===== src/rtl/serial_add_ctrl_if.sv =====
// Command/result bundle for the bit-serial add/subtract controller.
// Command side drives start/sub/operands; the controller returns status and the held result.
interface serial_add_ctrl_if #(parameter int WIDTH = 8);
  logic             start;
  logic             sub;
  logic [WIDTH-1:0] a_in;
  logic [WIDTH-1:0] b_in;
  logic             busy;
  logic             done;
  logic [WIDTH-1:0] result;
  logic             cout;
  logic             ovf;

  // Handshake: start is taken at a rising edge only while idle or on the done cycle;
  // done is a one-cycle pulse and result/cout/ovf hold until the next done.
  modport master (output start, sub, a_in, b_in,
                  input  busy, done, result, cout, ovf);
  modport slave  (input  start, sub, a_in, b_in,
                  output busy, done, result, cout, ovf);
endinterface


===== src/rtl/serial_add_ctrl.sv =====
// Bit-serial WIDTH-bit adder/subtractor: one full-adder cell sequenced LSB first,
// one bit per clock, with a start/done handshake and held result flags.
module full_adder (
  input  logic a,
  input  logic b,
  input  logic ci,
  output logic s,
  output logic co
);
  assign s  = a ^ b ^ ci;
  assign co = (a & b) | (ci & (a ^ b));
endmodule

module serial_add_ctrl #(
  parameter int WIDTH = 8
) (
  input  logic                clk,
  input  logic                rst,
  serial_add_ctrl_if.slave    bus,
  output logic [1:0]          dbg_state
);
  localparam int CW = $clog2(WIDTH);

  typedef enum logic [1:0] {IDLE = 2'd0, RUN = 2'd1, DONE = 2'd2} state_t;

  state_t           state;
  logic [WIDTH-1:0] a_sh;
  logic [WIDTH-1:0] b_sh;
  // Holds the WIDTH-1 most recent sum bits; the current adder sum completes the word.
  logic [WIDTH-2:0] r_sh;
  logic             carry;
  logic [CW-1:0]    cnt;
  logic             fa_s;
  logic             fa_co;
  logic [WIDTH-1:0] r_next;
  logic             last_bit;

  full_adder u_fa (
    .a  (a_sh[0]),
    .b  (b_sh[0]),
    .ci (carry),
    .s  (fa_s),
    .co (fa_co)
  );

  assign r_next    = {fa_s, r_sh};
  assign last_bit  = (cnt == CW'(WIDTH - 1));
  assign dbg_state = state;

  always_ff @(posedge clk or posedge rst) begin
    if (rst) begin
      state      <= IDLE;
      a_sh       <= '0;
      b_sh       <= '0;
      r_sh       <= '0;
      carry      <= 1'b0;
      cnt        <= '0;
      bus.busy   <= 1'b0;
      bus.done   <= 1'b0;
      bus.result <= '0;
      bus.cout   <= 1'b0;
      bus.ovf    <= 1'b0;
    end else begin
      case (state)
        IDLE, DONE: begin
          bus.done <= 1'b0;
          if (bus.start) begin
            // Subtract as A + ~B + 1: invert B and preload the carry with 1.
            a_sh     <= bus.a_in;
            b_sh     <= bus.sub ? ~bus.b_in : bus.b_in;
            carry    <= bus.sub;
            cnt      <= '0;
            bus.busy <= 1'b1;
            state    <= RUN;
          end else begin
            state <= IDLE;
          end
        end
        RUN: begin
          r_sh  <= r_next[WIDTH-1:1];
          a_sh  <= a_sh >> 1;
          b_sh  <= b_sh >> 1;
          carry <= fa_co;
          cnt   <= cnt + 1'b1;
          if (last_bit) begin
            // carry still holds the carry into the MSB on this edge.
            bus.result <= r_next;
            bus.cout   <= fa_co;
            bus.ovf    <= carry ^ fa_co;
            bus.busy   <= 1'b0;
            bus.done   <= 1'b1;
            state      <= DONE;
          end
        end
        default: state <= IDLE;
      endcase
    end
  end
endmodule

===== src/flat_wrapper.sv =====
// flat-port wrapper written by rule: the top's interface ports become plain ports
module serial_add_ctrl_flat 
#(
  parameter int WIDTH = 8
)
  (clk, rst, dbg_state, bus_start, bus_sub, bus_a_in, bus_b_in, bus_busy, bus_done, bus_result, bus_cout, bus_ovf);
  serial_add_ctrl_if #(.WIDTH(WIDTH)) bus_i ();
  input  logic clk;
  input  logic rst;
  output logic [1:0] dbg_state;
  input wire logic [$bits(bus_i.start)-1:0] bus_start;
  input wire logic [$bits(bus_i.sub)-1:0] bus_sub;
  input wire logic [$bits(bus_i.a_in)-1:0] bus_a_in;
  input wire logic [$bits(bus_i.b_in)-1:0] bus_b_in;
  output wire logic [$bits(bus_i.busy)-1:0] bus_busy;
  output wire logic [$bits(bus_i.done)-1:0] bus_done;
  output wire logic [$bits(bus_i.result)-1:0] bus_result;
  output wire logic [$bits(bus_i.cout)-1:0] bus_cout;
  output wire logic [$bits(bus_i.ovf)-1:0] bus_ovf;
  assign bus_i.start = bus_start;
  assign bus_i.sub = bus_sub;
  assign bus_i.a_in = bus_a_in;
  assign bus_i.b_in = bus_b_in;
  assign bus_busy = bus_i.busy;
  assign bus_done = bus_i.done;
  assign bus_result = bus_i.result;
  assign bus_cout = bus_i.cout;
  assign bus_ovf = bus_i.ovf;
  serial_add_ctrl #(.WIDTH(WIDTH)) u_core (.clk(clk), .rst(rst), .bus(bus_i), .dbg_state(dbg_state));
endmodule

===== config.mk =====
export PLATFORM = sky130hd
export DESIGN_NAME = serial_add_ctrl_flat
export DESIGN_NICKNAME = d
export VERILOG_FILES = /design/src/rtl/serial_add_ctrl_if.sv /design/src/rtl/serial_add_ctrl.sv /design/src/flat_wrapper.sv
export SDC_FILE = /design/constraint.sdc
export NUM_CORES = 1
export LEC_CHECK = 0
export BUFFER_PORTS_ARGS = -buffer_cell sky130_fd_sc_hd__clkbuf_2
export CORE_ASPECT_RATIO = 1.75
export CORE_MARGIN = 3
export CORE_UTILIZATION = 35
export DETAILED_ROUTE_END_ITERATION = 7
export GPL_TIMING_DRIVEN = 0
export SYNTH_ARGS = -nofsm -noshare
export SYNTH_HDL_FRONTEND = slang
export SYNTH_SLANG_ARGS = --single-unit

===== constraint.sdc =====
create_clock -name clk -period 1.9 [get_ports clk]
set_clock_uncertainty 0.2 [all_clocks]
set_input_delay 0.19 -clock clk [delete_from_list [all_inputs] [get_ports clk]]
set_output_delay 0.19 -clock clk [all_outputs]
set_load 0.005 [all_outputs]

### Yosys cells after proc, flatten, opt, wreduce, memory -nomap -nowiden

Index checks and enable logic that the tools add are counted.

| word-level totals | value |
|---|---|
| logic and storage cells | 48 |
| output and inout port bits | 14 |
| bits of input ports | 20 |
| register bits after elaboration | 41 |

| cells by class | value |
|---|---|
| multiplexer cells | 17 |
| bitwise gates (word level) | 7 |
| $add $sub $neg | 1 |
| equality and inequality tests | 5 |
| reduce and logical (&&, ||, !) cells | 7 |

Operator list:

| kind | count |
|---|---|
| case mux 8 bit (2 select lines) | 2 |
| two-way mux 8 bit | 3 |
| NOT 8 bit | 1 |
| case mux 1 bit (2 select lines) | 3 |
| case mux 3 bit (2 select lines) | 1 |
| AND reduction 2 bit | 3 |
| two-way mux 1 bit | 5 |
| case mux 2 bit (2 select lines) | 1 |
| adder 3 x 1 -> 3 bit (second input constant) | 1 |
| == test 3 bit (second input constant) | 1 |
| two-way mux 3 bit | 1 |
| AND reduction 3 bit | 1 |
| XOR 1 bit | 3 |
| bitwise AND 1 bit | 2 |
| == test 2 x 1 -> 1 bit (second input constant) | 1 |
| == test 2 bit (second input constant) | 1 |
| logical NOT 2 bit | 1 |
| two-way mux 2 bit | 1 |
| inequality test 2 x 1 -> 1 bit (second input constant) | 1 |
| inequality test 2 bit (second input constant) | 1 |
| nonzero test 2 bit | 1 |
| OR reduction 2 bit | 1 |
| bitwise OR 1 bit | 1 |

### Longest topological paths before layout

Gate-level depths: netlist of run 1.

| logic depth | value |
|---|---|
| depth in word-level cells | 4 |
| depth in mapped cells | 6 |
| depth with buffers taken out | 5 |

### Hierarchy

Synthesis of run 1 repeated with hierarchy kept, for this count alone.

| unflattened totals | value |
|---|---|
| cells, all modules | 128 |
| area total of the unflattened synthesis | 1725.4 um^2 |

Modules (own cells, without submodules):

| module | cells each | area each (um^2) | instances | seq. area each (um^2) |
|---|---|---|---|---|
| serial_add_ctrl | 127 | 1705.4 | 1 | 1026.0 |
| full_adder | 1 | 20.0 | 1 | 0.0 |

### Worst setup path after synthesis of run 1

OpenSTA, ideal clock, no wires.

| path | value |
|---|---|
| path kind | reg2reg |
| from | register u_core.cnt[0] |
| to | register u_core.bus.result[0] |
| path slack | 0.122 ns |
| data arrival time | 1.454 ns |
| buffers on the path | 1 |
| cell stages (with the launch flop) | 6 |
| period minus slack after synthesis | 1.778 ns |
| data required time | 1.575 ns |
| setup time | 0.125 ns |
| path through | dfrtp_1 > ha_1 > ha_1 > nand3b_1 > buf_2 > mux2_2 |

| between the ends | value |
|---|---|
| cells in the longest elaborated chain, start to end | 2 |

RTL lines:

| item | RTL line | RTL |
|---|---|---|
| start: declaration | serial_add_ctrl.sv:32 | `logic [CW-1:0] cnt;` |
| start signal: assignment | serial_add_ctrl.sv:84 | `cnt <= cnt + 1'b1;` |
| == test 3 bit | serial_add_ctrl.sv:47 | `assign last_bit = (cnt == CW'(WIDTH - 1));` |
| AND reduction 2 bit (no source line) | -- |  |
| end signal: assignment | serial_add_ctrl.sv:87 | `bus.result <= r_next;` |
| end: declaration | serial_add_ctrl_if.sv:19 | `output busy, done, result, cout, ovf);` |

Every way passes these cells.
A chain may end at the register's enable or synchronous reset.

### Final worst setup path of run 1

| path | value |
|---|---|
| from | register u_core.cnt[0] |
| to | register u_core.bus.result[1] |

The elaborated chain is that of the path after synthesis.

==> results of run 1 <==
sequential cells by signal, indices dropped and copies added, names as in the netlist:
name / flops
u_core.carry: 1
u_core.bus.cout: 1
u_core.bus.ovf: 1
u_core.bus.done: 1
u_core.dbg_state: 2
u_core.bus.result: 8
u_core.a_sh: 8
u_core.r_sh: 7
u_core.cnt: 3
u_core.b_sh: 8
u_core.bus.busy: 1
worst max-delay path by stage:
stage	endpoint	slack [ns]	cells past startpoint
after floorplan	u_core.bus.result[0]	0.12	5
after global placement	u_core.bus.result[0]	-0.04	5
after detailed placement	u_core.bus.result[1]	-0.09	5
after CTS	u_core.bus.result[1]	0.11	5
after global routing	u_core.bus.result[0]	0.07	5
final	u_core.bus.result[1]	0.12	5
per-layer routing:
layer  routed length [um]  vias to the layer above
met3                  173                        6
li1                     -                      545
met4                   49                        0
met5                    0                        -
met2                 1810                       33
met1                 1270                      568
report_power, final:
group / internal (mW) / switching (mW)
combinational: 0.778 / 0.561
sequential: 1.28 / 0.249
clock: 0.288 / 0.275
cell families after synthesis:
group	Yosys count	synth area share, %
flops	41	59.2
compound gates	29	14.1
mux	17	11.0
simple gates	17	4.40
buf+inv	12	4.11
xor+xnor	9	4.55
fa+ha+maj	3	2.60
tightest hold or removal path: cells and delay by family:
kind	cells	cell delay, ns
buffers and inverters	1	0.08
AO/OA/AOI/OAI	2	0.20
repair_timing:
item | CTS | global route
buffers inserted | 1 | 0
resized for setup | 1 | 0
setup endpoints to repair | 5 | 0
hold endpoints to repair | 47 | 0
hold buffers | 7 | 0
final cells by class:
type | count | area [sq um]
Buffer | 9 | 62.6
Sequential cell | 41 | 1030
Multi-Input combinational cell | 75 | 637
Clock buffer | 7 | 86.3
Tap cell | 52 | 65.1
Timing Repair Buffer | 40 | 238
Fill cell | 465 | 2620
Inverter | 3 | 11.3
stage by stage:
step	instance area [sq um]	setup WS (ns)	cells	TNS, ns
floorplan	1730	0.122	128	0
global placement	1960	-0.0366	212	-0.181
detailed placement	1960	-0.0948	212	-0.429
CTS	2130	0.113	227	0
global route	2130	0.0672	227	0
finish	2130	0.121	227	0
cell usage in the layout, fill, tap and decap left out, types with 4 or more instances in the layout:
master	count
dfrtp_1	41
buf_4	4
mux2_2	17
clkbuf_2	32
dlygate4sd3_1	7
nand2_1	5
xnor2_1	8
a21o_1	8
a22o_1	12
clkbuf_8	6
nor2_1	8
a221o_1	7
==> results_dict.tcl, run 1 <==
set metrics [dict create \
    r2r_end "u_core.bus.result[1]" \
    fin_crit_sh_pct 93.6 \
    synth_area_leaders "dfrtp_1 (59%), mux2_2 (11%), a22o_1 (6.1%)" \
    critPathMaxFanout 10 \
    r2r_setup_slack_ns 0.12 \
    grtUsageMet2_pct 23.6 \
    h-tree-depth 2 \
    r2r-start "u_core.cnt[0]" \
    vias 1152 \
    wire_per_inst_um 14.5 \
    maxSlewViolCount 0 \
    synth_warnings 0 \
    num_io_pins 34 \
    synth_fp_nets 151 \
    root_buffer "clkbuf_8" \
    avgSynthCellArea_sq_um 13.5 \
    rows 33 \
    grt_max_degree 42 \
    setup_viol 0 \
    critPathRequiredTime_ns 1.87 \
    drt_iter0_markers 32 \
    critical_path.cell_chain "ha_1 -> ha_1 -> nand3b_1 -> buf_4 -> mux2_2" \
    synthTopCellsByCount "dfrtp_1 (41), mux2_2 (17), a22o_1 (12)" \
    status "finished clean" \
    finalCriticalPeriod_ns 1.78 \
    areaGrowthSynthToFinish_pct 22.6 \
    min_to "u_core.a_sh[0]" \
    initial_utilization_pct 36.5 \
    use_met1_pct 13.7 \
    path_clk_slew_ns 0.07 \
    dieArea_sq_um 5870 \
    hold_violations 0 \
    dp.final_hpwl_um 2400 \
    worstSetupStartpointType "flip-flop" \
    tritoncts.num_buffers 5 \
    vias_per_cell 5.07 \
    grt_pass1_vias 1311 \
    synth-async-reset-ratio_pct 100 \
    cts_tree "done" \
    p_leak_nw 1.07 \
    worstRegToRegCells 5 \
    synth_area_sq_um 1730 \
    hold_class "input port to flip-flop" \
    cp-startpoint "u_core.cnt[0]" \
    p_per_area_nw_per_um2 1620 \
    drc_errors 0 \
    ys_ff_latch 41 \
    routed_wl_um 3300 \
    ir_drop_mv 1.06 \
    synthCells 128 \
    clock_latency_ns 0.29 \
    overflow 0 \
    cp-end-kind "flip-flop" \
    whs_path_depth 3 \
    final_util_pct 44.8 \
    worst_pin_slew_ns 0.837 \
    synth_edf_count 0 \
    synth.distinct_cells 22 \
    io_buffers 32 \
    drt-pass1-iter-count 4 \
    critPathMaxStageDelay_ns 0.39 \
    grt_pass1_wl_um 5860 \
    grt_antenna_before_repair 0 \
    grt_usage_pct 13.0 \
    seq_area_frac_synth_pct 59.2 \
    ys.flop_type "dfrtp_1" \
    yosysTopAreaCellShare_pct 59.2 \
    slowest_stage "dfrtp_1" \
    fmax_mhz 562 \
    grt_most_used_layer "met2" \
    whs_ns 0.0154 \
    drive_gt1_share_pct 36.6 \
    total_power_mw 3.44 \
    cp.arrival_ns 1.75 \
    synth.most_common_cell "dfrtp_1" \
    maxCapViolCount 0 \
    hold_start "bus_a_in[0]" \
    gp_congestion 0.747 \
    worstSetupPathType "flip-flop to flip-flop" \
    ant_nets 0 \
    clkSinkCount 41 \
    antenna_cells 0 \
    path_common_cell "ha_1" \
    die_y_um 99.1 \
    crit_family "adder cells" \
    cp.buffers_inverters 1 \
    use_met3_pct 3.38 \
    core_sq_um 4750 \
    cts.path.max_buffers 2 \
    max-slew-margin-rel_pct 44.1 \
    die_w_um 59.2 \
    rsz0062_at_grt "false" \
    yosysTopAreaCell "dfrtp_1" \
    final_nets 198 \
]
(Power assumes the default switching activity.)
==> run 2, diff against run 1 <==
--- a/config.mk
+++ b/config.mk
@@ -7,8 +7,9 @@
 export LEC_CHECK = 0
 export BUFFER_PORTS_ARGS = -buffer_cell sky130_fd_sc_hd__clkbuf_2
 export CORE_ASPECT_RATIO = 1.75
-export CORE_MARGIN = 3
+export CORE_MARGIN = 1.5
 export CORE_UTILIZATION = 35
+export CTS_CLUSTER_SIZE = 12
 export DETAILED_ROUTE_END_ITERATION = 7
 export GPL_TIMING_DRIVEN = 0
 export SYNTH_ARGS = -nofsm -noshare
==> results_dict.tcl, run 2 (synthesized netlist as in run 1, its figures left out) <==
set metrics [dict create \
    seq_power_share_pct 44.9 \
    p_int_mw 2.33 \
    rsz0062_at_grt "false" \
    drc_errors 0 \
    finalCriticalPeriod_ns 1.74 \
    h-tree-depth 2 \
    cts_tree "done" \
    drive_gt1_share_pct 35.8 \
    whs_path_depth 3 \
    worst_pin_slew_ns 0.849 \
    ant_nets 0 \
    min_to "u_core.a_sh[1]" \
    grt_max_degree 42 \
    r2r_end "u_core.bus.result[4]" \
    die_y_um 96.1 \
    layout_commonest_cell "dfrtp_1" \
    vias_per_cell 4.99 \
    areaGrowthSynthToFinish_pct 22.2 \
    antenna_cells 0 \
    fmax_mhz 575 \
    fillCellCount 475 \
    routed_wl_um 3290 \
    comb_power_share_pct 39.4 \
    setup_viol 0 \
    clock_latency_ns 0.29 \
    finalSetupTns_ns 0 \
    cts.path.max_buffers 2 \
    dieArea_sq_um 5400 \
    cp.arrival_ns 1.72 \
    critPathMaxStageDelay_ns 0.39 \
    r2r-start "u_core.cnt[0]" \
    largest_registers "u_core.a_sh (8), u_core.b_sh (8), u_core.bus.result (8)" \
    total_power_mw 3.43 \
    worstSetupPathType "flip-flop to flip-flop" \
    p_sw_share_pct 32.2 \
    status "finished clean" \
    grt_usage_pct 13.7 \
    dp.cells 212 \
    worst_slack_ns 0.160 \
    overflow 0 \
    p_per_area_nw_per_um2 1620 \
    maxCapViolCount 0 \
    path_clk_slew_ns 0.07 \
    critPathMaxFanout 10 \
    maxSlewViolCount 0 \
    worstRegToRegCells 5 \
    final_cells 228 \
    hold_violations 0 \
    vias 1138 \
    die_w_um 56.2 \
    grt_antenna_before_repair 0 \
    r2r_setup_slack_ns 0.16 \
    power_frac_clock_pct 15.7 \
    max-slew-margin-rel_pct 43.3 \
    slowest_stage "dfrtp_1" \
    fin_crit_sh_pct 91.6 \
    initial_utilization_pct 36.8 \
    hold_start "bus_a_in[1]" \
    io_buffers 32 \
    wire_per_inst_um 14.4 \
    core_sq_um 4710 \
    net-switching-power_mw 1.10 \
    grt_pass1_vias 1224 \
    gp_congestion 0.775 \
    final_nets 198 \
    critical_path.cell_chain "ha_1 -> ha_1 -> nand3b_1 -> buf_4 -> mux2_2" \
    drt-pass1-iter-count 4 \
    cp-end-kind "flip-flop" \
    hold_class "input port to flip-flop" \
    dp_slack_ns -0.0583 \
    critPathRequiredTime_ns 1.88 \
    grt_pass1_wl_um 5580 \
    tritoncts.num_buffers 5 \
    p_leak_nw 1.07 \
    layout_common_cells "dfrtp_1 (41), clkbuf_2 (32), mux2_2 (17)" \
    root_buffer "clkbuf_8" \
    clkSinkCount 41 \
    ir_drop_mv 0.957 \
    worstSetupStartpointType "flip-flop" \
    rows 33 \
    drt_iter0_markers 25 \
    num_io_pins 34 \
    path_common_cell "ha_1" \
]
## run 2: changes by cell type in the layout (fill, tap and decap cells not counted)
cell	delta
clkbuf_8	-1
clkbuf_1	+2
## run 2: worst max-delay path by stage
stage,from,end,slack (ns),cells past startpoint
2_1_floorplan,u_core.cnt[0],u_core.bus.result[0],0.12,5
3_3_place_gp,u_core.cnt[0],u_core.bus.result[0],-0.04,5
3_5_place_dp,u_core.cnt[0],u_core.bus.result[4],-0.06,5
4_1_cts,u_core.cnt[0],u_core.bus.result[4],0.15,5
5_1_grt,u_core.cnt[0],u_core.bus.result[4],0.09,5
6_report,u_core.cnt[0],u_core.bus.result[4],0.16,5
## run 2: final cells by class
type / count / area, sq um / share of cell area (%)
multi-input cells: 75 / 637 / 30.0
repair buffers: 40 / 238 / 11.2
well taps: 52 / 65.1 / 3.07
flip-flops and latches: 41 / 1030 / 48.4
inverters: 3 / 11.3 / 0.531
clock buffers: 8 / 80.1 / 3.78
plain buffers: 9 / 62.6 / 2.95
## run 2: stage by stage
step	util (%)	instance area, sq um	hold WS [ns]
finish	45.0	2120	0.0169
detailed placement	41.6	1960	0.200
CTS	45.0	2120	0.00958
global route	45.0	2120	0.00875
global placement	41.6	1960	0.224
floorplan	-	1730	0.130
## run 2: power by group through the flow
| stage | registers, mW | clock network, mW | logic, mW |
|---|---|---|---|
| floorplan | 1.49 | 0 | 0.994 |
| global placement | 1.53 | 0 | 1.29 |
| detailed placement | 1.56 | 0 | 1.35 |
| CTS | 1.54 | 0.566 | 1.38 |
| global route | 1.60 | 0.599 | 1.50 |
| finish | 1.54 | 0.538 | 1.35 |
## run 2: per-layer routing
metal  GRT usage (%)  vias to the layer above  routed length, um
li1                -                      544                  -
met1            14.7                      557               1350
met2            24.7                       31               1730
met3            3.49                        6                141
met4            7.14                        0                 74
met5               0                        -                  0
## run 2: what timing repair did
action | CTS | global route
hold endpoints to repair | 47 | 0
resized for setup | 1 | 0
buffers inserted | 1 | 0
endpoints found under the setup margin | 5 | 0
hold buffers | 7 | 0
## run 2: critical path, delay by kind of cell (launching register included)
family                     cells  cell delay (ns)
DFF                            1             0.39
buffers and inverters          1             0.20
and+or+nand+nor                1             0.11
adders and majority gates      2             0.39
muxes                          1             0.35
